===== src/rtl/status_register.sv =====
// Processor status flags (C, Z, I, D, V, N) with prioritised update sources
// and a delayed interrupt mask that commits only at instruction boundaries.
module status_register #(
    parameter logic [7:0] RESET_P = 8'h04
) (
    input  logic       clk,
    input  logic       reset,
    input  logic       alu_carry,
    input  logic       alu_zero,
    input  logic       alu_negative,
    input  logic       alu_overflow,
    input  logic       update_c,
    input  logic       update_z,
    input  logic       update_n,
    input  logic       update_v,
    input  logic [2:0] flag_op,
    input  logic       load_from_bus,
    input  logic       bit_test,
    input  logic [7:0] data_bus_in,
    input  logic       interrupt_entry,
    input  logic       instruction_boundary,
    input  logic       push_brk,
    output logic       carry_flag,
    output logic       zero_flag,
    output logic       irq_flag,
    output logic       decimal_flag,
    output logic       overflow_flag,
    output logic       negative_flag,
    output logic [7:0] status_out,
    output logic       irq_mask_effective
);

    localparam logic [2:0] OP_NONE = 3'd0;
    localparam logic [2:0] OP_SEC  = 3'd1;
    localparam logic [2:0] OP_CLC  = 3'd2;
    localparam logic [2:0] OP_SEI  = 3'd3;
    localparam logic [2:0] OP_CLI  = 3'd4;
    localparam logic [2:0] OP_SED  = 3'd5;
    localparam logic [2:0] OP_CLD  = 3'd6;
    localparam logic [2:0] OP_CLV  = 3'd7;

    logic carry_r, zero_r, irq_r, decimal_r, overflow_r, negative_r, mask_r;
    logic carry_s, zero_s, irq_s, decimal_s, overflow_s, negative_s;
    logic [1:0] unused_bus_bits_s;

    assign unused_bus_bits_s = data_bus_in[5:4];

    // Next-state flags: bus load blocks everything, otherwise each flag takes
    // its highest-priority active source and the rest fall through.
    always_comb begin
        carry_s    = carry_r;
        zero_s     = zero_r;
        irq_s      = irq_r;
        decimal_s  = decimal_r;
        overflow_s = overflow_r;
        negative_s = negative_r;
        if (load_from_bus) begin
            carry_s    = data_bus_in[0];
            zero_s     = data_bus_in[1];
            irq_s      = data_bus_in[2];
            decimal_s  = data_bus_in[3];
            overflow_s = data_bus_in[6];
            negative_s = data_bus_in[7];
        end else begin
            if (update_c) begin
                carry_s = alu_carry;
            end else begin
                carry_s = carry_r;
            end
            if (update_z) begin
                zero_s = alu_zero;
            end else begin
                zero_s = zero_r;
            end
            if (bit_test) begin
                negative_s = data_bus_in[7];
                overflow_s = data_bus_in[6];
            end else begin
                if (update_n) begin
                    negative_s = alu_negative;
                end else begin
                    negative_s = negative_r;
                end
                if (update_v) begin
                    overflow_s = alu_overflow;
                end else begin
                    overflow_s = overflow_r;
                end
            end
            case (flag_op)
                OP_NONE: carry_s    = carry_s;
                OP_SEC:  carry_s    = 1'b1;
                OP_CLC:  carry_s    = 1'b0;
                OP_SEI:  irq_s      = 1'b1;
                OP_CLI:  irq_s      = 1'b0;
                OP_SED:  decimal_s  = 1'b1;
                OP_CLD:  decimal_s  = 1'b0;
                OP_CLV:  overflow_s = 1'b0;
                default: carry_s    = carry_s;
            endcase
            if (interrupt_entry) begin
                irq_s = 1'b1;
            end else begin
                irq_s = irq_s;
            end
        end
    end

    // Flag and effective-mask registers; the mask lags I until a boundary
    // except on interrupt entry, where both rise together.
    always_ff @(posedge clk) begin
        if (reset) begin
            carry_r    <= RESET_P[0];
            zero_r     <= RESET_P[1];
            irq_r      <= RESET_P[2];
            decimal_r  <= RESET_P[3];
            overflow_r <= RESET_P[6];
            negative_r <= RESET_P[7];
            mask_r     <= 1'b1;
        end else begin
            carry_r    <= carry_s;
            zero_r     <= zero_s;
            irq_r      <= irq_s;
            decimal_r  <= decimal_s;
            overflow_r <= overflow_s;
            negative_r <= negative_s;
            if (instruction_boundary || interrupt_entry) begin
                mask_r <= irq_s;
            end else begin
                mask_r <= mask_r;
            end
        end
    end

    assign carry_flag         = carry_r;
    assign zero_flag          = zero_r;
    assign irq_flag           = irq_r;
    assign decimal_flag       = decimal_r;
    assign overflow_flag      = overflow_r;
    assign negative_flag      = negative_r;
    assign irq_mask_effective = mask_r;
    assign status_out = {negative_r, overflow_r, 1'b1, push_brk,
                         decimal_r, irq_r, zero_r, carry_r};

endmodule

===== config.mk =====
export PLATFORM = sky130hd
export DESIGN_NAME = status_register
export DESIGN_NICKNAME = d
export VERILOG_FILES = /design/src/rtl/status_register.sv
export SDC_FILE = /design/constraint.sdc
export NUM_CORES = 1
export LEC_CHECK = 0
export BUFFER_PORTS_ARGS = -buffer_cell sky130_fd_sc_hd__buf_2
export CORE_AREA = 2 2 39 41
export CTS_CLUSTER_SIZE = 24
export DETAILED_ROUTE_END_ITERATION = 7
export DIE_AREA = 0 0 41 43
export PLACE_DENSITY_LB_ADDON = 0.15
export SLEW_MARGIN = 0
export SYNTH_ARGS = -nofsm -noshare
export SYNTH_HDL_FRONTEND = slang
export SYNTH_SLANG_ARGS = --single-unit

===== constraint.sdc =====
create_clock -name clk -period 2.55 [get_ports clk]
set_input_delay 0.51 -clock clk [delete_from_list [all_inputs] [get_ports clk]]
set_output_delay 0.51 -clock clk [all_outputs]
set_load 0.05 [all_outputs]

==> flow_summary.ini, run 1 <==
[status]
status = completed

[synthesis]
synth_nets = 82
ys_seq_elements = 7
synthCells = 56
synth_cell_types = 29
synthArstFlopShare_pct = 0
ys_seq_area_share_pct = 30.11
syn_area_sq_um = 465.4
syn_avg_cell_area_sq_um = 8.312
yosys_warnings = 0
synth-edff-count = 0
ys.flop_type = dfxtp_1

[pwr]
seqPwrFrac_pct = 34.9
powerDensity_nw_per_um2 = 568.5
p_int_uw = 214.3
p_switching_uw = 135.7
ir_worst_vdd_mv = 0.1907
power_frac_clock_pct = 30.8
power_frac_comb_pct = 34.3
p_sw_share_pct = 38.76
leakage_nw = 0.3119
finalPower_uw = 350.0

[die]
die_area_sq_um = 1763
ioPinCount = 41
row_count = 14
core_area_sq_um = 1384
dieHeight_um = 43
initial_core_util_pct = 33.63
die_w_um = 41

[global_route]
grt_first_pass_wirelength_um = 1587
antenna_found_initial = 0
grt_pass1_vias = 388
overflow = 0
grtUsageTotal_pct = 14.20
grt_max_degree = 15

[timing]
layout_min_cycle_time_ps = 1401
setup_viol_count_final = 0
fin_worst_skew_ps = 0.03728
period_share_pct = 54.95
finalHoldViolCount = 0
fmax_ghz = 0.7137
maxSlewViolCount = 0
tns_ps = 0
rsz0062_at_grt = false

[min_path]
hold_path.class = flip-flop to flip-flop

[detailed_routing]
drtPass1Iterations = 4
ant_nets = 0
vias = 489
wirelength_um = 1056
post_drt_wl_per_cell_um = 10.35
viasPerCell = 4.794
drc_errors = 0
drtIter0Drc = 5

[worst_setup_path]
worstPathCellList = buf_2
critPathKind = flip-flop to output port
startpoint_type = flip-flop
cpLargestDelayFamily = flip-flops
slowest_delay_ps = 360
cp_max_fo = 4
cp-end-kind = output port
worstPathArrival_ps = 890
worst-path-buf-inv = 1
cp.required_ps = 2040
cp_slowest_cell = dfxtp_1

[cells_and_area]
final_cell_mix = buf_2, dfxtp_1, nand2_1, a21oi_1, nor2_1
instances_no_fill = 102
antenna_cells = 0
final_common_cell = buf_2
syn2layout_area_growth_pct = 32.26
nets = 113
drive_above_1_share_pct = 47.67

[clock_tree]
cts.sinks = 7
clkTransAtPathRegs_ps = 60
cts_buffers = 3
insertion_delay_ps = 260
ctsResizeCount = 0
post_cts_buffers = 0
hold_buffers = 0
htreeDepth = 1
cts_buffer_depth = 2
cts_tree = done
cts_root_buf = clkbuf_4

[place]
portBuffers = 35
routabilityCongestion = 0.7187
post-dp-hpwl_um = 813.1
dp.cells = 98

[run]
cap_viol_max_count = 0
==> cells in the mapped netlist, types with 2 or more instances <==
cell / n / area [sq um]
o221ai_1: 2 / 17.52
inv_1: 3 / 11.26
buf_4: 8 / 60.06
a21oi_1: 4 / 20.02
nor2_1: 4 / 15.01
dfxtp_1: 7 / 140.1
nand2_1: 4 / 15.01
nor3_1: 2 / 10.01
o21ai_0: 2 / 10.01
==> metal layers <==
layer | part of all wire, % | global-route usage [%] | wire length [um] | up-vias
li1 | - | - | - | 254
met1 | 44 | 17.21 | 461 | 210
met2 | 45 | 18.75 | 472 | 21
met3 | 9.2 | 5.236 | 97 | 4
met4 | 2.2 | 12.00 | 23 | 0
met5 | 0 | 0 | 0 | -
==> path summary, 6_finish.rpt <==
check / start / to / slack [ps] / cells past startpoint
min: irq_mask_effective$_SDFFE_PP1P_ / irq_mask_effective$_SDFFE_PP1P_ / 480 / 2
max: decimal_flag$_SDFFE_PP0P_ / decimal_flag / 1150 / 1
min reg2reg: irq_mask_effective$_SDFFE_PP1P_ / irq_mask_effective$_SDFFE_PP1P_ / 480 / 2
max reg2reg: irq_flag$_SDFF_PP1_ / irq_mask_effective$_SDFFE_PP1P_ / 1480 / 3
==> power groups by stage <==
stage	combinational, mW	clock [mW]	sequential, mW
3_3_place_gp	0.121	0	0.124
5_1_grt	0.130	0.120	0.124
3_5_place_dp	0.121	0	0.125
2_1_floorplan	0.0696	0	0.152
6_report	0.120	0.108	0.122
4_1_cts	0.121	0.111	0.122
==> per-stage QoR <==
stage               util [%]  setup slack, ps  hold WS, ps  cell area, sq um
floorplan                  -             1114        576.2             465.4
finish                 44.48             1149        482.7             615.6
global placement       42.59             1117        463.2             589.3
CTS                    44.48             1135        477.6             615.6
global route           44.48             1083        499.9             615.6
detailed placement     42.59             1092        463.5             589.3
==> final cells by class <==
class / instances / area [sq um]
Clock buffer: 4 / 26.28
Fill cell: 153 / 768.2
Inverter: 3 / 11.26
Multi-Input combinational cell: 37 / 242.7
Sequential cell: 7 / 140.1
Tap cell: 16 / 20.02
Timing Repair Buffer: 35 / 175.2
==> sequential cells by signal, indices dropped and copies added, names as in the netlist <==
name	flops
zero_flag	1
negative_flag	1
irq_mask_effective	1
decimal_flag	1
overflow_flag	1
irq_flag	1
carry_flag	1
==> cell families after synthesis <==
group	share of synthesized area, %
compound gates	25.54
xor+xnor	1.882
buf+inv	17.74
flops	30.11
mux	4.570
other cells	0.8057
simple gates	19.36
Note: power is estimated with default switching activity, not from simulation.
==> run 2: changes to the inputs <==
--- a/config.mk
+++ b/config.mk
@@ -6,10 +6,10 @@
 export NUM_CORES = 1
 export LEC_CHECK = 0
 export BUFFER_PORTS_ARGS = -buffer_cell sky130_fd_sc_hd__buf_2
-export CORE_AREA = 2 2 39 41
+export CORE_MARGIN = 2
+export CORE_UTILIZATION = 35
 export CTS_CLUSTER_SIZE = 24
 export DETAILED_ROUTE_END_ITERATION = 7
-export DIE_AREA = 0 0 41 43
 export PLACE_DENSITY_LB_ADDON = 0.15
 export SLEW_MARGIN = 0
 export SYNTH_ARGS = -nofsm -noshare
==> constraint.sdc (replaced) <==
create_clock -name clk -period 1.4 [get_ports clk]
set_input_delay 0.28 -clock clk [delete_from_list [all_inputs] [get_ports clk]]
set_output_delay 0.28 -clock clk [all_outputs]
set_load 0.05 [all_outputs]
==> flow_summary.ini, run 2 (synthesis gave the netlist of run 1 again) <==
[timing]
rsz0062_at_grt = false
fmax_ghz = 0.8637
tns_ps = 0
finalHoldViolCount = 0
maxSlewViolCount = 0
setup_viol_count_final = 0
fin_worst_skew_ps = 0.05551
layout_min_cycle_time_ps = 1158
holdWs_ps = 273.0
period_share_pct = 82.70

[worst_setup_path]
worst-path-buf-inv = 1
cp.required_ps = 1120
cpLargestDelayFamily = flip-flops
worstPathCellList = buf_2
cp-end-kind = output port
slowest_delay_ps = 350
cp_max_fo = 3
cp_slowest_cell = dfxtp_1
critPathKind = flip-flop to output port
startpoint_type = flip-flop
worstPathArrival_ps = 880

[global_route]
overflow = 0
grt_first_pass_wirelength_um = 1518
antenna_found_initial = 0
grt_pass1_vias = 381
grt_max_degree = 15
grtUsageTotal_pct = 14.12

[clock_tree]
cts_buffer_depth = 2
clkTransAtPathRegs_ps = 60
cts.sinks = 7
post_cts_buffers = 0
htreeDepth = 1
ctsResizeCount = 0
cts_root_buf = clkbuf_4
cts_buffers = 3
cts_tree = done
insertion_delay_ps = 250
hold_buffers = 0

[place]
dpl_cell_area_sq_um = 588.1
routabilityCongestion = 0.6394
post-dp-hpwl_um = 809
portBuffers = 35

[die]
core_area_sq_um = 1269
die_w_um = 40.47
die_area_sq_um = 1637
row_count = 13
initial_core_util_pct = 36.69
ioPinCount = 41
dieHeight_um = 40.47

[pwr]
powerDensity_nw_per_um2 = 1024
leakage_nw = 0.3119
finalPower_uw = 629.0
ir_worst_vdd_mv = 0.4707

[run]
cap_viol_max_count = 0

[cells_and_area]
nets = 113
multi_input_area_sq_um = 242.7
layout.area.seq_sq_um = 140.1
antenna_cells = 0
drive_above_1_share_pct = 47.67
final_cell_area_sq_um = 614.3
final_common_cell = buf_2
syn2layout_area_growth_pct = 31.99
final_cell_mix = buf_2, dfxtp_1, nand2_1, a21oi_1, nor2_1
fillers = 138

[detailed_routing]
wirelength_um = 1045
post_drt_wl_per_cell_um = 10.35
viasPerCell = 4.713
drtPass1Iterations = 1
ant_nets = 0
drc_errors = 0
vias = 476
drtIter0Drc = 0

[min_path]
hold_path.class = primary input to flip-flop

[status]
status = completed
run 2: report_power, final:
group / internal (mW) / switching [mW] / total [mW]
Clock: 0.109 / 0.0776 / 0.187
Sequential: 0.214 / 0.00914 / 0.223
Combinational: 0.0669 / 0.152 / 0.219
run 2: path summary, 6_finish.rpt:
| path | slack, ps | to | from | depth (start not counted) |
|---|---|---|---|---|
| setup / recovery | 240 | overflow_flag | overflow_flag$_SDFFE_PP0P_ | 1 |
| hold / removal | 270 | zero_flag$_SDFFE_PP0P_ | data_bus_in[1] | 3 |
| setup reg to reg | 370 | irq_mask_effective$_SDFFE_PP1P_ | irq_flag$_SDFF_PP1_ | 3 |
| hold reg to reg | 480 | irq_mask_effective$_SDFFE_PP1P_ | irq_mask_effective$_SDFFE_PP1P_ | 2 |
run 2: per-stage QoR:
step                setup WS (ps)  instances  util, %
CTS                         236.5        101    48.42
global route                193.6        101    48.42
floorplan                   57.28         56        -
detailed placement          173.4         97    46.35
global placement            194.3         97    46.35
finish                      242.2        101    48.42
run 2: routing by layer:
layer | share of wire [%] | global-route usage (%)
met1 | 46 | 17.88
met4 | 0.57 | 7.500
met2 | 45 | 20.63
met3 | 8.1 | 5.000
met5 | 0 | 0
run 2: cell type report:
| cell class | count | area share (%) |
|---|---|---|
| inverters | 3 | 1.833 |
| flip-flops and latches | 7 | 22.81 |
| repair buffers | 35 | 28.51 |
| multi-input cells | 37 | 39.51 |
| clock buffers | 4 | 4.277 |
| well taps | 15 | 3.055 |
run 2: worst reg2reg max path, cell delays in order (launching register included):
cell and delay, ps:
dfxtp_1 320, a2111oi_0 340, a311o_1 200, o21ai_1 60
==> run 3: changes to the inputs <==
==> constraint.sdc (replaced) <==
create_clock -name clk -period 1.16 [get_ports clk]
set_input_delay 0.232 -clock clk [delete_from_list [all_inputs] [get_ports clk]]
set_output_delay 0.232 -clock clk [all_outputs]
set_load 0.05 [all_outputs]
==> flow_summary.ini, run 3 (synthesis gave the netlist of run 1 again) <==
[status]
status = completed

[clock_tree]
ctsResizeCount = 0
insertion_delay_ps = 250
htreeDepth = 1
clkTransAtPathRegs_ps = 50
hold_buffers = 0
cts.sinks = 7
cts_tree = done
post_cts_buffers = 0
cts_root_buf = clkbuf_4
cts_buffers = 3
cts_buffer_depth = 2

[die]
dieHeight_um = 40.47
die_area_sq_um = 1637
die_w_um = 40.47
row_count = 13
initial_core_util_pct = 36.69
ioPinCount = 41
core_area_sq_um = 1269

[place]
routabilityCongestion = 0.6486
dp.cells = 100
post-dp-hpwl_um = 806.3
portBuffers = 35
dpl_cell_area_sq_um = 613.1

[global_route]
grt_first_pass_wirelength_um = 1407
antenna_found_initial = 0
overflow = 0
grt_pass1_vias = 361
grtUsageTotal_pct = 13.33
grt_max_degree = 12

[pwr]
finalPower_uw = 767.2
leakage_nw = 0.3264
ir_worst_vdd_mv = 0.5478
powerDensity_nw_per_um2 = 1200

[detailed_routing]
wirelength_um = 990
post_drt_wl_per_cell_um = 9.519
drc_errors = 0
vias = 499
ant_nets = 0
drtPass1Iterations = 2
viasPerCell = 4.798
drtIter0Drc = 4

[worst_setup_path]
worstPathCellList = buf_2
cpLargestDelayFamily = flip-flops
worst-path-buf-inv = 1
cp-end-kind = output port
cp_slowest_cell = dfxtp_1
reg2regPathDepth = 3
r2r-start = irq_flag$_SDFF_PP1_
cp.required_ps = 930
cp_max_fo = 3
critPathKind = flip-flop to output port
reg2reg_slack_ps = 130
startpoint_type = flip-flop
slowest_delay_ps = 340
worstPathArrival_ps = 860
regToRegEndpoint = irq_mask_effective$_SDFFE_PP1P_

[cells_and_area]
drive_above_1_share_pct = 51.69
nets = 116
instances_no_fill = 104
syn2layout_area_growth_pct = 37.37
antenna_cells = 0
final_cell_area_sq_um = 639.4
final_common_cell = buf_2
final_cell_mix = buf_2, dfxtp_1, nand2_1, a21oi_1, nor2_1

[timing]
fmax_ghz = 0.9165
tns_ps = 0
rsz0062_at_grt = false
period_share_pct = 94.06
maxSlewViolCount = 0
layout_min_cycle_time_ps = 1091
finalHoldViolCount = 0
fin_worst_skew_ps = 0.02448
setup_viol_count_final = 0

[run]
cap_viol_max_count = 0

[min_path]
hold_depth = 3
hold_start = data_bus_in[1]
hold_path.class = primary input to flip-flop
min_to = zero_flag$_SDFFE_PP0P_
[run 3: changes by cell type in the layout (fill, tap and decap cells not counted), sizes merged]
cell  before  now
buf       35   38
[run 3: final cells by class]
class | count | area (sq um)
Sequential cell | 7 | 142.6
Inverter | 3 | 11.26
Timing Repair Buffer | 38 | 197.7
Clock buffer | 4 | 26.28
Multi-Input combinational cell | 37 | 242.7
Tap cell | 15 | 18.77
Fill cell | 144 | 629.4
[run 3: where the power goes]
part | switching (mW) | internal [mW] | leakage [nW] | total, mW
logic | 0.185 | 0.0872 | 0.253 | 0.272
registers | 0.0103 | 0.259 | 0.0581 | 0.269
clock network | 0.0944 | 0.132 | 0.0150 | 0.226
[run 3: through the flow]
| step | hold slack (ps) | setup WS [ps] | utilization, % |
|---|---|---|---|
| detailed placement | 464.6 | 5.400 | 48.32 |
| finish | 222.4 | 68.85 | 50.39 |
| global route | 223.2 | 23.42 | 50.39 |
| CTS | 217.6 | 54.88 | 50.39 |
| floorplan | 293.7 | 11.11 | - |
| global placement | 460.3 | 14.52 | 48.32 |
[run 3: worst max-delay path by stage]
stage / start / endpoint / slack [ps] / depth (start not counted)
finish: carry_flag$_SDFFE_PP0P_ / status_out[0] / 70 / 1
global route: negative_flag$_SDFFE_PP0P_ / status_out[7] / 20 / 1
CTS: carry_flag$_SDFFE_PP0P_ / carry_flag / 50 / 1
detailed placement: flag_op[0] / irq_mask_effective$_SDFFE_PP1P_ / 5 / 4
global placement: flag_op[1] / carry_flag$_SDFFE_PP0P_ / 10 / 4
floorplan: irq_flag$_SDFF_PP1_ / irq_mask_effective$_SDFFE_PP1P_ / 10 / 3
[run 3: routing by layer]
layer / share of wire (%) / GRT usage (%)
met3: 11 / 8.333
met2: 43 / 18.65
met5: 0 / 0
met4: 0 / 2.500
met1: 46 / 17.22
